## src/rtl/alu_mult_issue_sched_pkg.sv

```systemverilog
// Shared constants for the ALU/MULT issue scheduler and the MULT unit.
// Keep MULT_LAT_DEFAULT in step with the MULT pipeline depth so that CDB reservations line up.
package alu_mult_issue_sched_pkg;

    localparam logic [1:0] CDB_SEL_NONE = 2'b00;
    localparam logic [1:0] CDB_SEL_ALU  = 2'b01;
    localparam logic [1:0] CDB_SEL_MULT = 2'b10;

    localparam int NUM_OC_DEFAULT   = 4;
    localparam int MULT_LAT_DEFAULT = 4;

endpackage

```

## src/rtl/alu_mult_issue_sched_rr_arbiter.sv

```systemverilog
// Round-robin pick of the first set req bit at or after ptr, wrapping; combinational.
// Latency 0; no backpressure, the caller gates req and owns the pointer register.
module rr_arbiter #(
    parameter int N  = 4,
    parameter int IW = (N > 1) ? $clog2(N) : 1
) (
    input  logic [N-1:0]  req,
    input  logic [IW-1:0] ptr,
    output logic [N-1:0]  gnt,
    output logic [IW-1:0] gnt_idx,
    output logic          any
);

    always_comb begin
        gnt     = '0;
        gnt_idx = '0;
        any     = 1'b0;
        // Upper segment [ptr..N-1] first, then wrap to the lower segment.
        for (int i = 0; i < N; i++) begin
            if (!any && req[i] && (i >= int'(ptr))) begin
                any     = 1'b1;
                gnt[i]  = 1'b1;
                gnt_idx = IW'(i);
            end
        end
        for (int i = 0; i < N; i++) begin
            if (!any && req[i]) begin
                any     = 1'b1;
                gnt[i]  = 1'b1;
                gnt_idx = IW'(i);
            end
        end
    end

endmodule

```

## src/rtl/alu_mult_issue_sched.sv

```systemverilog
// Issue scheduler: one round-robin grant per cycle to the ALU or MULT, with CDB slot reservation for MULT results.
// Grant is same-cycle; ALU ops stall while next cycle's CDB slot belongs to MULT, and while Hold_Sched is high.
module alu_mult_issue_sched
    import alu_mult_issue_sched_pkg::*;
#(
    parameter int NUM_OC   = NUM_OC_DEFAULT,
    parameter int MULT_LAT = MULT_LAT_DEFAULT,
    parameter int SW       = (NUM_OC > 1) ? $clog2(NUM_OC) : 1,
    parameter int CW       = $clog2(MULT_LAT + 1)
) (
    input  logic              clk,
    input  logic              rst,
    input  logic [NUM_OC-1:0] Req_OC_Sched,
    input  logic [NUM_OC-1:0] IsMult_OC_Sched,
    input  logic              Hold_Sched,
    output logic [NUM_OC-1:0] Grant_Sched_OC,
    output logic [SW-1:0]     Sel_Sched_OC,
    output logic              Valid_Sched_ALU,
    output logic              Valid_Sched_MULT,
    output logic [1:0]        CDB_Sel_Sched,
    output logic [CW-1:0]     MultInFlight_Sched
);

    logic [MULT_LAT-1:1] rsv_q, rsv_d;
    logic [SW-1:0]       rr_ptr_q, rr_ptr_d;
    logic [1:0]          cdb_sel_q, cdb_sel_d;
    logic [CW-1:0]       inflight_q, inflight_d;

    logic [NUM_OC-1:0]   elig;
    logic [NUM_OC-1:0]   gnt;
    logic [SW-1:0]       gnt_idx;
    logic                gnt_any;
    logic                valid_alu;
    logic                valid_mult;

    // rst gates eligibility so that grants drop the instant reset asserts.
    always_comb begin
        elig = '0;
        if (!rst && !Hold_Sched) begin
            elig = Req_OC_Sched & (IsMult_OC_Sched | {NUM_OC{~rsv_q[1]}});
        end
    end

    rr_arbiter #(
        .N  (NUM_OC),
        .IW (SW)
    ) u_rr_arbiter (
        .req     (elig),
        .ptr     (rr_ptr_q),
        .gnt     (gnt),
        .gnt_idx (gnt_idx),
        .any     (gnt_any)
    );

    always_comb begin
        valid_alu  = |(gnt & ~IsMult_OC_Sched);
        valid_mult = |(gnt & IsMult_OC_Sched);

        rr_ptr_d = rr_ptr_q;
        if (gnt_any) begin
            rr_ptr_d = (gnt_idx == SW'(NUM_OC - 1)) ? '0 : gnt_idx + SW'(1);
        end

        // Slot 1 is next cycle; a new MULT claims the slot MULT_LAT-1 ahead of next cycle.
        rsv_d = '0;
        for (int k = 1; k < MULT_LAT - 1; k++) begin
            rsv_d[k] = rsv_q[k+1];
        end
        rsv_d[MULT_LAT-1] = valid_mult;

        if (rsv_q[1]) begin
            cdb_sel_d = CDB_SEL_MULT;
        end else if (valid_alu) begin
            cdb_sel_d = CDB_SEL_ALU;
        end else begin
            cdb_sel_d = CDB_SEL_NONE;
        end

        inflight_d = inflight_q + {{(CW-1){1'b0}}, valid_mult} - {{(CW-1){1'b0}}, rsv_q[1]};
    end

    always_ff @(posedge clk or posedge rst) begin
        if (rst) begin
            rsv_q      <= '0;
            rr_ptr_q   <= '0;
            cdb_sel_q  <= CDB_SEL_NONE;
            inflight_q <= '0;
        end else begin
            rsv_q      <= rsv_d;
            rr_ptr_q   <= rr_ptr_d;
            cdb_sel_q  <= cdb_sel_d;
            inflight_q <= inflight_d;
        end
    end

    assign Grant_Sched_OC     = gnt;
    assign Sel_Sched_OC       = gnt_idx;
    assign Valid_Sched_ALU    = valid_alu;
    assign Valid_Sched_MULT   = valid_mult;
    assign CDB_Sel_Sched      = cdb_sel_q;
    assign MultInFlight_Sched = inflight_q;

endmodule

```

## config.mk

```make
export PLATFORM = sky130hd
export DESIGN_NAME = alu_mult_issue_sched
export DESIGN_NICKNAME = d
export VERILOG_FILES = /design/src/rtl/alu_mult_issue_sched_pkg.sv /design/src/rtl/alu_mult_issue_sched_rr_arbiter.sv /design/src/rtl/alu_mult_issue_sched.sv
export SDC_FILE = /design/constraint.sdc
export NUM_CORES = 1
export LEC_CHECK = 0
export ABC_AREA = 1
export CELL_PAD_IN_SITES_DETAIL_PLACEMENT = 2
export CELL_PAD_IN_SITES_GLOBAL_PLACEMENT = 2
export CORE_ASPECT_RATIO = 0.5
export CORE_MARGIN = 3
export CORE_UTILIZATION = 25
export CTS_BUF_LIST = sky130_fd_sc_hd__clkbuf_8
export CTS_CLUSTER_DIAMETER = 40
export CTS_CLUSTER_SIZE = 24
export DETAILED_ROUTE_END_ITERATION = 6
export PLACE_DENSITY = 0.81
export SLEW_MARGIN = 20
export SYNTH_ARGS = -nofsm -noshare
export SYNTH_HDL_FRONTEND = slang
export SYNTH_SLANG_ARGS = --single-unit
```

## constraint.sdc

```tcl
create_clock -name clk -period 2.7 [get_ports clk]
set_input_delay 0.54 -clock clk [delete_from_list [all_inputs] [get_ports clk]]
set_output_delay 0.54 -clock clk [all_outputs]
set_load 0.02 [all_outputs]
```

Word-level counts from Yosys, hierarchy flattened
Cells that the tools add are included.
Widths: inputs -> output; s select.
{"block": "op_classes", "n_eq_ne": 1, "n_addsub": 3, "n_reduce_logical": 22, "magnitude_cmp": 3, "muxes": 26, "bitwise": 6}
{"operator": "$mux 1", "n": 17}
{"operator": "$mux 2", "n": 8}
{"operator": "$and 4x4->4", "n": 3}
{"operator": "$logic_and 1x1->1", "n": 11}
{"operator": "$logic_not 1->1", "n": 9}
{"operator": "$reduce_or 4->1", "n": 2}
{"operator": "$ge 1x2->1 const A", "n": 2}
{"operator": "$mux 4", "n": 1}
{"operator": "$not 4->4", "n": 1}
{"operator": "$or 4x4->4", "n": 1}
{"operator": "$add 3x1->3", "n": 1}
{"operator": "$sub 3x1->3", "n": 1}
{"operator": "$add 2x1->2 const B", "n": 1}
{"operator": "$eq 2x2->1 const B", "n": 1}
{"operator": "$ge 2x2->1 const A", "n": 1}
{"operator": "$not 1->1", "n": 1}
{"block": "word_totals", "word_cells": 65, "output_inout_bits": 13, "inputBits": 11, "regBits": 10}

Longest topological paths before layout
Gate-level depths: netlist of the first run.
{"block": "logic_depth", "word_depth": 33, "mapped_depth": 13, "depth_no_buf": 13}

Modules after synthesis
A second synthesis of the first run with hierarchy kept.
{"block": "hier_totals", "hier_cells": 85, "area_unflattened_um2": 649.4}
{"mod": "alu_mult_issue_sched", "area_each_um2": 503.0, "cells_per_inst": 56, "instances": 1}
{"mod": "rr_arbiter", "area_each_um2": 146.4, "cells_per_inst": 29, "instances": 1}

Worst setup path after synthesis of the first run
Ideal clock, no wire load.
{"block": "synth_path", "path_kind": "input port to flip-flop", "from": "input rst", "to": "register inflight_q[2], in the netlist MultInFlight_Sched[2]", "arrival_ns": 2.565, "path_stages": 10, "path_slack_ns": 0.004, "path_cell_list": "nor4_4 > inv_1 > nand3_1 > nand2_1 > a21oi_1 > nand3_1 > ha_1 > fa_1 > xnor2_1 > xor2_1"}
{"element": "start, declared", "line": "alu_mult_issue_sched.sv:12", "rtl": "input logic rst,"}
{"element": "$logic_not 1->1 (no line) *"}
{"element": "$logic_and 1x1->1 *", "line": "alu_mult_issue_sched.sv:39", "rtl": "if (!rst && !Hold_Sched) begin"}
{"element": "$mux 4 *", "line": "alu_mult_issue_sched.sv:39"}
{"element": "$logic_and 1x1->1", "line": "alu_mult_issue_sched_rr_arbiter.sv:20", "rtl": "if (!any && req[i] && (i >= int'(ptr))) begin"}
{"element": "$mux 1", "line": "alu_mult_issue_sched_rr_arbiter.sv:20"}
{"element": "$logic_not 1->1", "line": "alu_mult_issue_sched_rr_arbiter.sv:20"}
{"element": "$logic_and 1x1->1 (2 in a row)", "line": "alu_mult_issue_sched_rr_arbiter.sv:20"}
{"element": "$mux 1", "line": "alu_mult_issue_sched_rr_arbiter.sv:20"}
{"element": "[9 not listed]"}
{"element": "$mux 1 *", "line": "alu_mult_issue_sched_rr_arbiter.sv:27", "rtl": "if (!any && req[i]) begin"}
{"element": "net Grant_Sched_OC[0]", "line": "alu_mult_issue_sched.sv:16", "rtl": "output logic [NUM_OC-1:0] Grant_Sched_OC,"}
{"element": "$and 4x4->4 *", "line": "alu_mult_issue_sched.sv:57", "rtl": "valid_mult = |(gnt & IsMult_OC_Sched);"}
{"element": "$reduce_or 4->1 *", "line": "alu_mult_issue_sched.sv:57"}
{"element": "net Valid_Sched_MULT", "line": "alu_mult_issue_sched.sv:19", "rtl": "output logic Valid_Sched_MULT,"}
{"element": "$add 3x1->3 *", "line": "alu_mult_issue_sched.sv:79", "rtl": "inflight_d = inflight_q + {{(CW-1){1'b0}}, valid_mult} - {{(CW-1){1'b0}}, rsv_q[1]};"}
{"element": "$sub 3x1->3 *", "line": "alu_mult_issue_sched.sv:79"}
{"element": "net inflight_d[2]", "line": "alu_mult_issue_sched.sv:27", "rtl": "logic [CW-1:0] inflight_q, inflight_d;"}
{"element": "end signal, assigned", "line": "alu_mult_issue_sched.sv:92", "rtl": "inflight_q <= inflight_d;"}
{"element": "end, declared", "line": "alu_mult_issue_sched.sv:27"}
The timed path passes the listed nets; every way through them passes the cells marked *.
A chain may end at the register's enable or synchronous reset.

Worst setup path after layout of the first run
{"block": "layout_path", "from": "input Hold_Sched", "to": "output Sel_Sched_OC[0]"}
{"block": "layout_between", "elab_chain_len": 28}
{"element": "start, declared", "line": "alu_mult_issue_sched.sv:15", "rtl": "input logic Hold_Sched,"}
{"element": "$logic_not 1->1 *", "line": "alu_mult_issue_sched.sv:39"}
{"element": "$logic_and 1x1->1 *", "line": "alu_mult_issue_sched.sv:39"}
{"element": "$mux 4 *", "line": "alu_mult_issue_sched.sv:39"}
{"element": "$logic_and 1x1->1", "line": "alu_mult_issue_sched_rr_arbiter.sv:20"}
{"element": "$mux 1", "line": "alu_mult_issue_sched_rr_arbiter.sv:20"}
{"element": "$logic_not 1->1", "line": "alu_mult_issue_sched_rr_arbiter.sv:20"}
{"element": "$logic_and 1x1->1 (2 in a row)", "line": "alu_mult_issue_sched_rr_arbiter.sv:20"}
{"element": "$mux 1", "line": "alu_mult_issue_sched_rr_arbiter.sv:20"}
{"element": "[11 not listed]"}
{"element": "$logic_and 1x1->1", "line": "alu_mult_issue_sched_rr_arbiter.sv:27"}
{"element": "$mux 1", "line": "alu_mult_issue_sched_rr_arbiter.sv:27"}
{"element": "$logic_not 1->1", "line": "alu_mult_issue_sched_rr_arbiter.sv:27"}
{"element": "$logic_and 1x1->1", "line": "alu_mult_issue_sched_rr_arbiter.sv:27"}
{"element": "$mux 1", "line": "alu_mult_issue_sched_rr_arbiter.sv:27"}
{"element": "$logic_not 1->1", "line": "alu_mult_issue_sched_rr_arbiter.sv:27"}
{"element": "$logic_and 1x1->1", "line": "alu_mult_issue_sched_rr_arbiter.sv:27"}
{"element": "$mux 2 *", "line": "alu_mult_issue_sched_rr_arbiter.sv:27"}
{"element": "end, declared", "line": "alu_mult_issue_sched.sv:17", "rtl": "output logic [SW-1:0] Sel_Sched_OC,"}
Every way passes the cells marked *; elsewhere a longest branch is shown, timed or not.

==> results of run 1 <==
==> synthesized netlist by cell type, types with 2 or more instances <==
library cell / count / area, um^2
inv_1: 19 / 71.3
nand2_1: 14 / 52.6
nand3_1: 11 / 55.1
dfrtp_1: 10 / 250
nor2_1: 6 / 22.5
ha_1: 3 / 37.5
nor2_2: 3 / 18.8
nand2_2: 2 / 12.5
nand4_1: 2 / 12.5
nand4_2: 2 / 25.0
nor2_4: 2 / 22.5
==> worst max-delay path, cell delays in order <==
cell	delay (ps)
buf_2	150
nor2_4	170
buf_4	160
nand4_4	130
buf_4	180
inv_1	70
nor2_1	60
buf_4	130
nor2_1	200
nand2_1	130
clkdlybuf4s15_2	290
==> logic make-up after synthesis <==
logic type / share of synthesized area
fa+ha+maj: 0.0836
simple gates: 0.384
compound gates: 0.0345
flops: 0.364
buf+inv: 0.109
xor+xnor: 0.0255
==> sequential cells by signal (all words and copies together), names as in the netlist <==
register / count
rsv_q: 3
rr_ptr_q: 2
MultInFlight_Sched: 3
CDB_Sel_Sched: 2
==> power by group through the flow <==
stage	clock (mW)	combinational, mW	sequential [mW]
3_3_place_gp	0	0.400	0.245
4_1_cts	0.194	0.482	0.257
3_5_place_dp	0	0.431	0.249
5_1_grt	0.214	0.593	0.267
2_1_floorplan	0	0.185	0.274
6_report	0.203	0.552	0.263
==> cells in the final DEF (no fill, tap or decap), drive strengths merged, types with 2 or more instances in the layout <==
| master | count |
|---|---|
| buf | 36 |
| nor2 | 11 |
| clkbuf | 5 |
| a21oi | 2 |
| o21ai | 2 |
| clkdlybuf4s50 | 6 |
| nand3 | 12 |
| clkdlybuf4s15 | 3 |
| ha | 3 |
| nand4 | 4 |
| dlygate4sd2 | 8 |
| dfrtp | 10 |
| nand2 | 16 |
| inv | 20 |
==> final timing paths <==
path	from	end	slack (ps)	cells past startpoint
setup / recovery	Hold_Sched	Sel_Sched_OC[0]	-40	11
hold reg to reg	rsv_q[3]$_DFF_PP0_	rsv_q[2]$_DFF_PP0_	360	0
max in group asynchronous	rst	rsv_q[1]$_DFF_PP0_	1980	2
setup reg to reg	rsv_q[1]$_DFF_PP0_	MultInFlight_Sched[2]$_DFF_PP0_	70	12
min in group asynchronous	rst	rr_ptr_q[1]$_DFFE_PP0P_	380	2
hold / removal	rsv_q[3]$_DFF_PP0_	rsv_q[2]$_DFF_PP0_	360	0
==> stage by stage <==
step	total power [mW]	std cells	worst slack (ps)	utilization	TNS [ps]
after detailed placement	0.680	161	-716	0.457	-5230
after global placement	0.645	161	-504	0.457	-3650
after floorplan	0.460	85	4.13	-	0
final	1.02	178	-44.3	0.547	-44.3
after global routing	1.07	178	-68.5	0.547	-173
after CTS	0.932	172	3.13	0.520	0
==> routing by layer <==
layer | GRT usage | wire length [um] | vias up
li1 | - | - | 383
met1 | 0.339 | 2120 | 452
met2 | 0.452 | 2100 | 49
met3 | 0.0551 | 245 | 13
met4 | 0.0673 | 89 | 0
met5 | 0 | 0 | -
==> repair_timing <==
item / in CTS / in global routing
endpoints found under the setup margin: 12 / 9
gates cloned: 0 / 0
pin swaps: 12 / 7
resized for setup: 61 / 9
buffers inserted: 7 / 6
hold buffers: 0 / 0
==> area by class of cell <==
type / count / area share
inverter: 20 / 0.0571
clock buffer: 4 / 0.0419
timing repair buffer: 54 / 0.333
sequential: 10 / 0.191
multi-input combinational: 55 / 0.343
tap: 35 / 0.0333
==> results.ini, run 1 <==
[drt]
drc_errors=0
postRouteAntennaNets=0
drt-total-wl_um=4560
wl_per_cell_um=25.6
num_vias=897
drt-vias-per-instance=5.04
drt-initial-drc-count=46
first_pass_iters=6

[floorplanning]
rows=12
start_util=0.286
die_y_um=43.1
die-area_mm2=0.00346
core_area_mm2=0.00240
dieWidth_um=80.2
ioPinCount=24

[setup_path]
crit_required_ps=2160
path_max_fanout=4
cp-start-kind=primary input
arrival_ps=2200
crit_path_end_kind=output port
critPathKind=in -> out

[power_and_ir_drop]
combPwrFrac=0.542
p_switching_mw=0.439
pwr-share-clk=0.199
leakage_nw=0.709
p_int_mw=0.579
switching_share=0.431
p_seq_frac=0.258
ir_drop_mv=0.506
power_density_mw_per_mm2=774

[synthesis]
ys_seq_area_frac=0.364
yosys_warnings=0
async_flop_share=1.00
synth_edf_count=0
synth_fp_nets=100
syn_inst=85
synth_ff_type=dfrtp_1
ys_ff_latch=10
syn_avg_cell_area_um2=8.10
synth_area_um2=688
ys_types=22

[global_route]
antenna_found_initial=0
grt_usage=0.264
overflow=0
grt_pass1_vias=1026
grt_start_max_net_pins=11
grt_pass1_wl_um=6410

[final_layout]
synthToLayoutAreaGrowth_pct=91.1
antenna_cells=0
drive_above_1_share=0.545
multi_input_area_um2=452
nFillCells=257
nets=159
seqCellArea_um2=251
stdcell_area_mm2=0.00132

[placed_design]
routabilityCongestion=0.723
hpwl_um=2290
place_area_mm2=0.00110
port_buffers=23

[sta]
worst_slack_ps=-44.3
worstMarginPinSlew_ps=459
skew_ps=2.01
hold_ws_ps=358
period_share=1.02
max_freq_mhz=364
relSlewSlack=0.694
hold_viol_final=0
setup_viol=1
drv_slew=0
period_needed_ps=2740

[run_status]
violations=setup timing
status=finished, violations left

[cts]
cts-root-buf=clkbuf_8
cts_buffers=3
cts_tree=done
cts.sinks=10
cts.reportedPaths.clkPinSlew_ps=60
cts_max_level=1
clockBufferDepth=2
clk_latency_ps=240

[job]
maxCapViolCount=0

[hold_path]
min_path_type=reg -> reg

(Power assumes the default switching activity.)
==> run 2, diff against run 1 <==
--- a/config.mk
+++ b/config.mk
@@ -9,11 +9,11 @@
 export CELL_PAD_IN_SITES_DETAIL_PLACEMENT = 2
 export CELL_PAD_IN_SITES_GLOBAL_PLACEMENT = 2
 export CORE_ASPECT_RATIO = 0.5
-export CORE_MARGIN = 3
+export CORE_MARGIN = 2
 export CORE_UTILIZATION = 25
 export CTS_BUF_LIST = sky130_fd_sc_hd__clkbuf_8
 export CTS_CLUSTER_DIAMETER = 40
-export CTS_CLUSTER_SIZE = 24
+export CTS_CLUSTER_SIZE = 12
 export DETAILED_ROUTE_END_ITERATION = 6
 export PLACE_DENSITY = 0.81
 export SLEW_MARGIN = 20
==> run 2 against run 1 <==
Compared with the run above:
- the run now ends clean
- combinational power rose by 3%
- global-route usage fell by 1.4 points
- sequential share of layout area fell by 0.93 points
- wire length fell by 6.2%
- largest power group unchanged
- highest routed layer unchanged
==> results.ini, run 2 (same netlist as run 1, synthesis figures left out) <==
[floorplanning]
die_y_um=41.1
die-area_mm2=0.00321
start_util=0.264
core_area_mm2=0.00260
ioPinCount=24
dieWidth_um=78.2
rows=13

[power_and_ir_drop]
switching_share=0.424
combPwrFrac=0.550
p_seq_frac=0.256
p_switching_mw=0.439
p_int_mw=0.595
power_density_mw_per_mm2=748
leakage_nw=0.764
ir_drop_mv=0.321
pwr-share-clk=0.194
total_power_mw=1.03

[cts]
cts_hold_buf=0
cts_tree=done
cts.reportedPaths.clkPinSlew_ps=60
cts_max_level=1
clockBufferDepth=2
cts.sinks=10
cts_buffers=3
clk_latency_ps=250
cts-root-buf=clkbuf_8

[global_route]
grt_pass1_vias=968
antenna_found_initial=0
grt_start_max_net_pins=11
grt_pass1_wl_um=5500
overflow=0
grt_usage=0.251

[setup_path]
cp-startpoint=IsMult_OC_Sched[1]
path_max_fanout=4
rr_worst_depth=13
rr_startpoint=rsv_q[1]$_DFF_PP0_
crit_path_end_kind=output port
cpMaxStageDelayCell=dlygate4sd2_1
setup.worst_path.end=Valid_Sched_ALU
cp-start-kind=primary input
crit_chain=dlygate4sd2_1 -> inv_2 -> nand2_4 -> nand4_4 -> nand3_4 -> nor2_4 -> nand4_1 -> nand2_2 -> buf_6 -> nand2_2 -> nand3_2 -> buf_6
crit_required_ps=2160
critPathMaxStageDelay_ps=280
arrival_ps=2160
r2r_slack_ps=110
critPathKind=in -> out
rr_endpoint=MultInFlight_Sched[2]$_DFF_PP0_

[final_layout]
stdcell_area_mm2=0.00138
nets=164
final_util=0.531
synthToLayoutAreaGrowth_pct=101
drive_above_1_share=0.561
layout_common_cells=33 x buf_4, 12 x inv_1, 9 x dfrtp_1
finalNonFillerCells=185
layout_commonest_cell=buf_4
antenna_cells=0

[sta]
hold_viol_final=0
period_share=1.00
setup_viol=0
worstMarginPinSlew_ps=452
hold_ws_ps=386
max_freq_mhz=370
worst_slack_ps=0.115
period_needed_ps=2700
rsz0062_at_grt=yes
drv_slew=0
skew_ps=10.8
tns_ps=0
relSlewSlack=0.698

[placed_design]
dp_cells=163
hpwl_um=2080
place_area_mm2=0.00110
routabilityCongestion=0.762
pre_cts_ws_ps=-656
port_buffers=23

[drt]
postRouteAntennaNets=0
drt-total-wl_um=4280
drt-met1-wl_um=1940
route.met3.wl_um=153
drt-vias-per-instance=4.63
num_vias=856
drc_errors=0
first_pass_iters=4
wl_per_cell_um=23.1
drt-initial-drc-count=27
met2WireLength_um=2130
highest-signal-layer=met4

[hold_path]
min_path_type=reg -> reg

[run_status]
status=finished, final reports clean

[job]
maxCapViolCount=0

## run 2: cell count changes in the layout (fill, tap and decap cells not counted), sizes merged
cell / delta
buf: +5
clkdlybuf4s50: -1
dlymetal6s2s: +1
clkdlybuf4s15: -1
clkbuf: +1
## run 2: power groups by stage
stage	clock network, mW	logic (mW)	registers [mW]
after floorplan	0	0.185	0.274
after global placement	0	0.400	0.244
after detailed placement	0	0.430	0.247
after CTS	0.197	0.503	0.253
after global routing	0.210	0.601	0.271
final	0.201	0.569	0.265
## run 2: how the worst min path moves through the flow
stage,from,to,slack (ps),cells past startpoint
floorplan,rsv_q[2]$_DFF_PP0_,rsv_q[1]$_DFF_PP0_,330,0
global placement,rsv_q[3]$_DFF_PP0_,rsv_q[2]$_DFF_PP0_,330,0
detailed placement,rsv_q[3]$_DFF_PP0_,rsv_q[2]$_DFF_PP0_,340,0
CTS,rsv_q[3]$_DFF_PP0_,rsv_q[2]$_DFF_PP0_,350,0
global route,rsv_q[2]$_DFF_PP0_,rsv_q[1]$_DFF_PP0_,390,0
finish,rsv_q[3]$_DFF_PP0_,rsv_q[2]$_DFF_PP0_,390,0
## run 2: layer usage
layer  vias to the layer above  track usage
li1                        394            -
met1                       431        0.291
met2                        23        0.489
met3                         8       0.0529
met4                         0       0.0877
met5                         -            0
## run 2: area by class of cell
class | count | area [um^2]
flip-flops and latches | 10 | 251
fillers | 283 | 1220
inverters | 20 | 75.1
clock buffers | 4 | 55.1
repair buffers | 59 | 498
multi-input cells | 55 | 457
well taps | 37 | 46.3
## run 2: worst max-delay path, delay by kind of cell
kind / cells / cell delay, ps
buffers and inverters: 4 / 620
and+or+nand+nor: 8 / 1000
## run 2: repair_timing
| item | CTS | global route |
|---|---|---|
| gates resized for setup | 51 | 29 |
| setup buffers | 12 | 6 |
| pin swaps | 12 | 13 |
| endpoints found under the setup margin | 10 | 9 |
==> run 3, diff against run 2 <==
--- a/config.mk
+++ b/config.mk
@@ -16,6 +16,7 @@
 export CTS_CLUSTER_SIZE = 12
 export DETAILED_ROUTE_END_ITERATION = 6
 export PLACE_DENSITY = 0.81
+export RECOVER_POWER = 50
 export SLEW_MARGIN = 20
 export SYNTH_ARGS = -nofsm -noshare
 export SYNTH_HDL_FRONTEND = slang
==> results of run 3 <==
Same layout as run 2: the final DEF is identical, and so are final timing and power.
